===== src/rtl/dequant.sv =====
`default_nettype none
// ============================================================================
// Module   : dequant
// Purpose  : Inverse-quantisation stage of the video-decode coefficient
//            pipeline. Raster-ordered quantised coefficients arrive MULTIPLE
//            per beat (64 per block). Each lane is scaled by the per-position
//            weight matrix, the quantiser scale and, for the intra DC term,
//            the DC multiplier. The result is saturated to the signed
//            COEF_WIDTH range.
// Revision : 1.0 - initial release
// ----------------------------------------------------------------------------
// Optional feature macro: DEQUANT_NONLINEAR_QSCALE_EN
//   Defined   : q_scale_type (src_t_user[8]) = 1 selects the nonlinear
//               quantiser-scale table.
//   Undefined : src_t_user[8] is ignored and qs = 2*quantiser_scale_code.
// ----------------------------------------------------------------------------
// Ports (src_* / dst_* are the flattened nasti_stream_channel members):
//   aclk, aresetn      clock, asynchronous active-low reset
//   src_t_*            slave stream, quantised coefficients
//                      t_user[4:0] quantiser_scale_code, [5] intra,
//                      [7:6] intra_dc_precision, [8] q_scale_type,
//                      [USER_WIDTH+8:9] pass-through
//   dst_t_*            master stream, dequantised coefficients
//                      t_user = pass-through bits; strb/keep all ones, id 0
//   wm_we/sel/addr/data weight-table write port (sel 0 non-intra, 1 intra)
// ============================================================================
module dequant #(
  parameter int COEF_WIDTH = 16,
  parameter int DATA_WIDTH = 64,
  parameter int USER_WIDTH = 1,
  parameter int DEST_WIDTH = 1
) (
  input  logic                    aclk,
  input  logic                    aresetn,
  // source stream
  input  logic                    src_t_valid,
  output logic                    src_t_ready,
  input  logic [DATA_WIDTH-1:0]   src_t_data,
  input  logic [DATA_WIDTH/8-1:0] src_t_strb,
  input  logic [DATA_WIDTH/8-1:0] src_t_keep,
  input  logic                    src_t_last,
  input  logic [DEST_WIDTH-1:0]   src_t_dest,
  input  logic [USER_WIDTH+8:0]   src_t_user,
  // destination stream
  output logic                    dst_t_valid,
  input  logic                    dst_t_ready,
  output logic [DATA_WIDTH-1:0]   dst_t_data,
  output logic [DATA_WIDTH/8-1:0] dst_t_strb,
  output logic [DATA_WIDTH/8-1:0] dst_t_keep,
  output logic                    dst_t_last,
  output logic [0:0]              dst_t_id,
  output logic [DEST_WIDTH-1:0]   dst_t_dest,
  output logic [USER_WIDTH-1:0]   dst_t_user,
  // weight matrix write port
  input  logic                    wm_we,
  input  logic                    wm_sel,
  input  logic [5:0]              wm_addr,
  input  logic [7:0]              wm_data
);

  localparam int MULTIPLE = DATA_WIDTH / COEF_WIDTH;
  localparam int BEATS    = 64 / MULTIPLE;
  localparam int CNT_W    = (BEATS > 1) ? $clog2(BEATS) : 1;
  // Worst case (2*QF+1)*255*112 needs COEF_WIDTH+17 bits; keep headroom.
  localparam int PW       = COEF_WIDTH + 20;

  localparam logic signed [PW-1:0] C_SAT_MAX =
    {{(PW-COEF_WIDTH+1){1'b0}}, {(COEF_WIDTH-1){1'b1}}};
  localparam logic signed [PW-1:0] C_SAT_MIN = ~C_SAT_MAX;
  localparam logic [CNT_W-1:0]     C_CNT_LAST = CNT_W'(BEATS-1);

  // --------------------------------------------------------------------------
  // Handshake
  // --------------------------------------------------------------------------
  logic en;
  logic dst_valid_q;
  logic accept;

  assign en          = !dst_valid_q || dst_t_ready;
  assign src_t_ready = en;
  assign accept      = src_t_valid && en;

  // --------------------------------------------------------------------------
  // Weight tables, [0] non-intra, [1] intra
  // --------------------------------------------------------------------------
  logic [7:0] wtab_q [2][64];

  always_ff @(posedge aclk or negedge aresetn) begin
    if (!aresetn) begin
      for (int t = 0; t < 2; t++) begin
        for (int a = 0; a < 64; a++) begin
          wtab_q[t][a] <= 8'd16;
        end
      end
    end else if (wm_we) begin
      wtab_q[wm_sel][wm_addr] <= wm_data;
    end
  end

  // --------------------------------------------------------------------------
  // Coefficient beat counter
  // --------------------------------------------------------------------------
  logic [CNT_W-1:0] cnt_q, cnt_d;

  always_comb begin
    cnt_d = cnt_q;
    if (accept) begin
      if (src_t_last || (cnt_q == C_CNT_LAST)) begin
        cnt_d = '0;
      end else begin
        cnt_d = cnt_q + CNT_W'(1);
      end
    end
  end

  // --------------------------------------------------------------------------
  // Per-beat control fields
  // --------------------------------------------------------------------------
  logic [4:0] w_code;
  logic       w_intra;
  logic [1:0] w_prec;
  logic [7:0] w_qs;

  assign w_code  = src_t_user[4:0];
  assign w_intra = src_t_user[5];
  assign w_prec  = src_t_user[7:6];

`ifdef DEQUANT_NONLINEAR_QSCALE_EN
  function automatic logic [7:0] nl_qscale(input logic [4:0] code);
    logic [7:0] v;
    case (code)
      5'd0:  v = 8'd0;    5'd1:  v = 8'd1;    5'd2:  v = 8'd2;    5'd3:  v = 8'd3;
      5'd4:  v = 8'd4;    5'd5:  v = 8'd5;    5'd6:  v = 8'd6;    5'd7:  v = 8'd7;
      5'd8:  v = 8'd8;    5'd9:  v = 8'd10;   5'd10: v = 8'd12;   5'd11: v = 8'd14;
      5'd12: v = 8'd16;   5'd13: v = 8'd18;   5'd14: v = 8'd20;   5'd15: v = 8'd22;
      5'd16: v = 8'd24;   5'd17: v = 8'd28;   5'd18: v = 8'd32;   5'd19: v = 8'd36;
      5'd20: v = 8'd40;   5'd21: v = 8'd44;   5'd22: v = 8'd48;   5'd23: v = 8'd52;
      5'd24: v = 8'd56;   5'd25: v = 8'd64;   5'd26: v = 8'd72;   5'd27: v = 8'd80;
      5'd28: v = 8'd88;   5'd29: v = 8'd96;   5'd30: v = 8'd104;  default: v = 8'd112;
    endcase
    return v;
  endfunction

  always_comb begin
    w_qs = {2'b00, w_code, 1'b0};
    if (src_t_user[8]) begin
      w_qs = nl_qscale(w_code);
    end
  end
`else
  logic w_unused_qtype;
  assign w_unused_qtype = src_t_user[8];
  assign w_qs = {2'b00, w_code, 1'b0};
`endif

  // --------------------------------------------------------------------------
  // Lane datapath
  // --------------------------------------------------------------------------
  logic signed [PW-1:0]         w_prod    [MULTIPLE];
  logic                         w_dc      [MULTIPLE];
  logic signed [PW-1:0]         s1_prod_q [MULTIPLE];
  logic                         s1_dc_q   [MULTIPLE];
  logic        [COEF_WIDTH-1:0] w_res     [MULTIPLE];

  for (genvar l = 0; l < MULTIPLE; l++) begin : g_lane
    logic signed [PW-1:0]         lw_qf, lw_m, lw_wx, lw_qsx, lw_prod, lw_div;
    logic        [5:0]            lw_k;
    logic        [7:0]            lw_w;
    logic                         lw_dc;
    logic        [COEF_WIDTH-1:0] lw_res;

    // Stage 1: weight lookup and product
    assign lw_qf  = {{(PW-COEF_WIDTH){src_t_data[(l+1)*COEF_WIDTH-1]}},
                     src_t_data[l*COEF_WIDTH +: COEF_WIDTH]};
    assign lw_k   = 6'(int'(cnt_q) * MULTIPLE + l);
    assign lw_w   = wtab_q[w_intra][lw_k];
    assign lw_dc  = w_intra && (lw_k == 6'd0);
    assign lw_wx  = PW'({1'b0, lw_w});
    assign lw_qsx = PW'({1'b0, w_qs});

    always_comb begin
      lw_m = lw_qf <<< 1;
      // Non-intra adds sign(QF) so that the reconstruction is biased
      // away from zero before the final truncating divide.
      if (!w_intra) begin
        if (lw_qf[PW-1]) begin
          lw_m = lw_m - PW'(1);
        end else if (|lw_qf) begin
          lw_m = lw_m + PW'(1);
        end
      end
      if (lw_dc) begin
        // 8 >> precision expressed as a left shift of QF
        lw_prod = lw_qf <<< (2'd3 - w_prec);
      end else begin
        lw_prod = lw_m * lw_wx * lw_qsx;
      end
    end

    assign w_prod[l] = lw_prod;
    assign w_dc[l]   = lw_dc;

    // Stage 2: divide by 32 toward zero, then saturate
    always_comb begin
      if (s1_dc_q[l]) begin
        lw_div = s1_prod_q[l];
      end else if (s1_prod_q[l][PW-1]) begin
        lw_div = (s1_prod_q[l] + PW'(31)) >>> 5;
      end else begin
        lw_div = s1_prod_q[l] >>> 5;
      end

      if (lw_div > C_SAT_MAX) begin
        lw_res = C_SAT_MAX[COEF_WIDTH-1:0];
      end else if (lw_div < C_SAT_MIN) begin
        lw_res = C_SAT_MIN[COEF_WIDTH-1:0];
      end else begin
        lw_res = lw_div[COEF_WIDTH-1:0];
      end
    end

    assign w_res[l] = lw_res;
  end

  logic [DATA_WIDTH-1:0] w_res_flat;

  always_comb begin
    w_res_flat = '0;
    for (int l = 0; l < MULTIPLE; l++) begin
      w_res_flat[l*COEF_WIDTH +: COEF_WIDTH] = w_res[l];
    end
  end

  // --------------------------------------------------------------------------
  // Pipeline registers
  // --------------------------------------------------------------------------
  logic                  s1_valid_q;
  logic                  s1_last_q;
  logic [DEST_WIDTH-1:0] s1_dest_q;
  logic [USER_WIDTH-1:0] s1_user_q;
  logic                  dst_last_q;
  logic [DEST_WIDTH-1:0] dst_dest_q;
  logic [USER_WIDTH-1:0] dst_user_q;
  logic [DATA_WIDTH-1:0] dst_data_q;

  always_ff @(posedge aclk or negedge aresetn) begin
    if (!aresetn) begin
      cnt_q       <= '0;
      s1_valid_q  <= 1'b0;
      s1_last_q   <= 1'b0;
      s1_dest_q   <= '0;
      s1_user_q   <= '0;
      dst_valid_q <= 1'b0;
      dst_last_q  <= 1'b0;
      dst_dest_q  <= '0;
      dst_user_q  <= '0;
      dst_data_q  <= '0;
      for (int l = 0; l < MULTIPLE; l++) begin
        s1_prod_q[l] <= '0;
        s1_dc_q[l]   <= 1'b0;
      end
    end else begin
      cnt_q <= cnt_d;
      if (en) begin
        s1_valid_q  <= src_t_valid;
        s1_last_q   <= src_t_valid && src_t_last;
        s1_dest_q   <= src_t_dest;
        s1_user_q   <= src_t_user[USER_WIDTH+8:9];
        for (int l = 0; l < MULTIPLE; l++) begin
          s1_prod_q[l] <= w_prod[l];
          s1_dc_q[l]   <= w_dc[l];
        end
        dst_valid_q <= s1_valid_q;
        dst_last_q  <= s1_last_q;
        dst_dest_q  <= s1_dest_q;
        dst_user_q  <= s1_user_q;
        dst_data_q  <= w_res_flat;
      end
    end
  end

  assign dst_t_valid = dst_valid_q;
  assign dst_t_last  = dst_last_q;
  assign dst_t_dest  = dst_dest_q;
  assign dst_t_user  = dst_user_q;
  assign dst_t_data  = dst_data_q;
  assign dst_t_strb  = '1;
  assign dst_t_keep  = '1;
  assign dst_t_id    = '0;

  // Partial beats (null bytes) are not supported by this stage.
  a_full_bytes: assert property (@(posedge aclk) disable iff (!aresetn)
      accept |-> (&src_t_keep && &src_t_strb))
    else $error("dequant: accepted beat with null bytes is not supported");

endmodule
`default_nettype wire


===== config.mk =====
export PLATFORM = sky130hd
export DESIGN_NAME = dequant
export DESIGN_NICKNAME = d
export VERILOG_FILES = /design/src/rtl/dequant.sv
export SDC_FILE = /design/constraint.sdc
export NUM_CORES = 2
export LEC_CHECK = 0
export ABC_AREA = 1
export CAP_MARGIN = 0
export CORE_ASPECT_RATIO = 0.9
export CORE_MARGIN = 2
export CORE_UTILIZATION = 40
export DETAILED_ROUTE_END_ITERATION = 6
export SLEW_MARGIN = 25
export SYNTH_ARGS = -nofsm -noshare
export SYNTH_HDL_FRONTEND = slang
export SYNTH_SLANG_ARGS = --single-unit

===== constraint.sdc =====
create_clock -name aclk -period 14.95 [get_ports aclk]
set_clock_uncertainty 0.15 [all_clocks]
set_input_delay 4.485 -clock aclk [delete_from_list [all_inputs] [get_ports aclk]]
set_output_delay 4.485 -clock aclk [all_outputs]
set_load 0.01 [all_outputs]

==> impl_metrics.py <==
metrics = {
    "floorplan": {
        "start_util_pct": 40.3,
        "ioPinCount": 198,
        "die_y_um": 483,
        "core_um2": 253000,
        "die_w_um": 537,
        "die-area_um2": 259000,
        "core.rowCount": 175,
    },
    "synthesis": {
        "synthCells": 13500,
        "yosysSeqAreaShare_pct": 30.6,
        "yosys_warnings": 0,
        "yosysMostFrequentCell": "nand2_1",
        "yosysTopAreaCell": "dfrtp_1",
        "synth_common_cells": "3180 x nand2_1, 1912 x inv_1, 1694 x o21ai_0",
        "synthFlopType": "dfrtp_1",
        "synth.distinct_cells": 70,
        "async_reset_ff_share_pct": 100,
        "netlist_area_um2": 102000,
        "synth-edff-count": 0,
        "synthTopCellsByArea": "dfrtp_1 27%, fa_1 16%, nand2_1 12%",
        "yosysTopAreaCellShare_pct": 27.3,
        "ys_ff_latch": 1242,
        "syn_avg_cell_area_um2": 7.59,
    },
    "placement": {
        "io_buffers": 163,
        "dp_hpwl_um": 206000,
        "routabilityCongestion": 0.896,
        "dp.cells": 16700,
    },
    "final_layout": {
        "final_layout_size_suffix_gt1_share_pct": 7.12,
        "syn2layout_area_growth_pct": 11.4,
        "final_nets": 15000,
        "nFillCells": 25700,
        "layout.cells.non_filler": 17000,
    },
    "sta": {
        "worst_slew_pin_slew_ns": 1.13,
        "tns_ns": 0,
        "grt_setup_unrepaired": "false",
        "fmax_ghz": 0.0715,
        "relSlewSlack_pct": 24.5,
        "finalCritPeriodShare_pct": 93.6,
        "drv_slew": 0,
        "fin_crit_ns": 14.00,
        "hold_viol": 0,
        "finalSetupViolCount": 0,
    },
    "detailed_routing": {
        "vias": 87800,
        "drtAntennaViolNets": 0,
        "drc": 0,
        "vias_per_cell": 5.16,
        "wire_per_inst_um": 17.1,
        "firstDrtPassIters": 6,
        "wl_um": 291000,
        "drtIter0Drc": 6781,
    },
    "global_routing": {
        "track_usage_pct": 22.8,
        "grt_pass1_wl_um": 479000,
        "antenna_found_initial": 7,
        "grt_max_degree": 176,
        "overflow": 0,
        "grt_pass1_vias": 87200,
    },
    "clock_network": {
        "cts_tree": "built",
        "htree_levels": 4,
        "numCtsBuffers": 145,
        "clock_path_buffers": 3,
        "post-cts-setup-buffer-count": 0,
        "cts_resized": 0,
        "clk_latency_ns": 0.82,
        "cts_root_buf": "clkbuf_16",
        "path_clk_slew_ns": 0.06,
        "clkSinkCount": 1242,
        "ctsHoldBuffers": 0,
    },
    "worst_setup_path": {
        "r2r_slack_ns": 2.98,
        "crit_start": "src_t_data[0]",
        "r2r_start": "cnt_q[0]$_DFFE_PN0P_",
        "crit_end": "s1_prod_q[142]$_DFFE_PN0N_",
        "setup.worst_path.end_class": "flop",
        "critPathSlowestCell": "xor2_1",
        "required_ns": 15.42,
        "cpPeakStageDelay_ns": 0.60,
        "r2r_end": "s1_prod_q[68]$_DFFE_PN0N_",
        "start_kind": "input port",
        "cp.arrival_ns": 14.47,
        "reg2reg_depth": 47,
        "path_class": "in2reg",
        "critPathMaxFanout": 5,
    },
    "flow_run": {
        "maxCapViolations": 0,
    },
    "hold_path": {
        "min_path_type": "reg2reg",
    },
    "outcome": {
        "status": "completed",
    },
}
-- through the flow --
step / hold slack, ns / cell area, um^2 / setup WS, ns / util [%]
CTS: 0.292 / 114000 / 1.00 / 44.9
global route: 0.328 / 114000 / 0.100 / 44.9
global placement: 0.277 / 109000 / 0.234 / 43.0
floorplan: 0.270 / 102000 / 1.47 / -
detailed placement: 0.279 / 109000 / 0.187 / 43.0
finish: 0.291 / 114000 / 0.954 / 44.9
-- layout by cell type, fill, tap and decap left out, types with 19 or more instances in the layout --
master / instances
nand2_1: 3180
inv_1: 1899
o21ai_0: 1694
nor2_1: 1631
dfrtp_1: 1111
fa_1: 836
ha_1: 501
buf_4: 369
a21oi_1: 359
nand3_1: 346
clkdlybuf4s50_1: 156
clkbuf_16: 149
xor2_1: 134
o22ai_1: 133
dfstp_2: 128
nand4_1: 111
o221ai_1: 92
or2_2: 78
nor3_1: 65
xnor2_1: 59
a31oi_1: 51
o211ai_1: 44
clkbuf_1: 44
a22oi_1: 42
buf_12: 34
nand2_2: 29
clkinv_2: 27
clkbuf_8: 26
inv_2: 24
nor4_1: 19
-- state kept, by name (all words and copies together) (netlist names) --
register     cells
s1_valid_q       1
s1_dest_q        1
dst_t_data      64
s1_dc_q          1
wtab_q        1024
s1_user_q        1
s1_last_q        1
dst_t_dest       1
dst_t_valid      1
dst_t_user       1
s1_prod_q      141
dst_t_last       1
cnt_q            4
-- worst min-delay path by stage --
stage                           start  slack [ns]                      end  cells past startpoint
6_report       s1_valid_q$_DFFE_PN0N_        0.29  dst_t_valid$_DFFE_PN0N_                      2
5_1_grt        s1_valid_q$_DFFE_PN0N_        0.33  dst_t_valid$_DFFE_PN0N_                      2
3_3_place_gp   s1_valid_q$_DFFE_PN0N_        0.28  dst_t_valid$_DFFE_PN0N_                      2
3_5_place_dp   s1_valid_q$_DFFE_PN0N_        0.28  dst_t_valid$_DFFE_PN0N_                      2
4_1_cts        s1_valid_q$_DFFE_PN0N_        0.29  dst_t_valid$_DFFE_PN0N_                      2
2_1_floorplan  s1_valid_q$_DFFE_PN0N_        0.27  dst_t_valid$_DFFE_PN0N_                      2
-- layout make-up --
cell class	count	area, um^2	share of cell area, %
multi-input combinational	9634	61000	53.6
sequential	1242	31200	27.5
timing repair buffer	566	5100	4.48
clock inverter	48	632	0.555
clock buffer	219	4250	3.74
inverter	1944	7350	6.46
tap	3363	4210	3.70
antenna	4	10.0	0.00880
-- routing by layer --
metal / up-vias / GRT usage, % / share of wire (%)
met5: - / 0 / 0.012
li1: 42700 / - / -
met3: 308 / 2.90 / 5.1
met1: 42800 / 32.5 / 47
met4: 6 / 4.91 / 2.0
met2: 1967 / 36.9 / 46
-- critical path: cells and delay by family --
kind                     cells  cell delay (ns)
AO/OA/AOI/OAI                6             0.85
XOR/XNOR                     2             0.82
adder cells (fa/ha/maj)     10             4.55
buffers and inverters       10             1.23
AND/OR/NAND/NOR             15             2.52
-- kinds of logic after synthesis --
group | synth area share [%]
compound gates | 13.8
other cells | 0.00736
simple gates | 21.6
buf+inv | 9.77
flops | 30.6
xor+xnor | 1.66
fa+ha+maj | 22.5
Power is left out: the tool's default activity adds up to more than one toggle a clock period on the data nets, which glitch-free logic cannot reach.
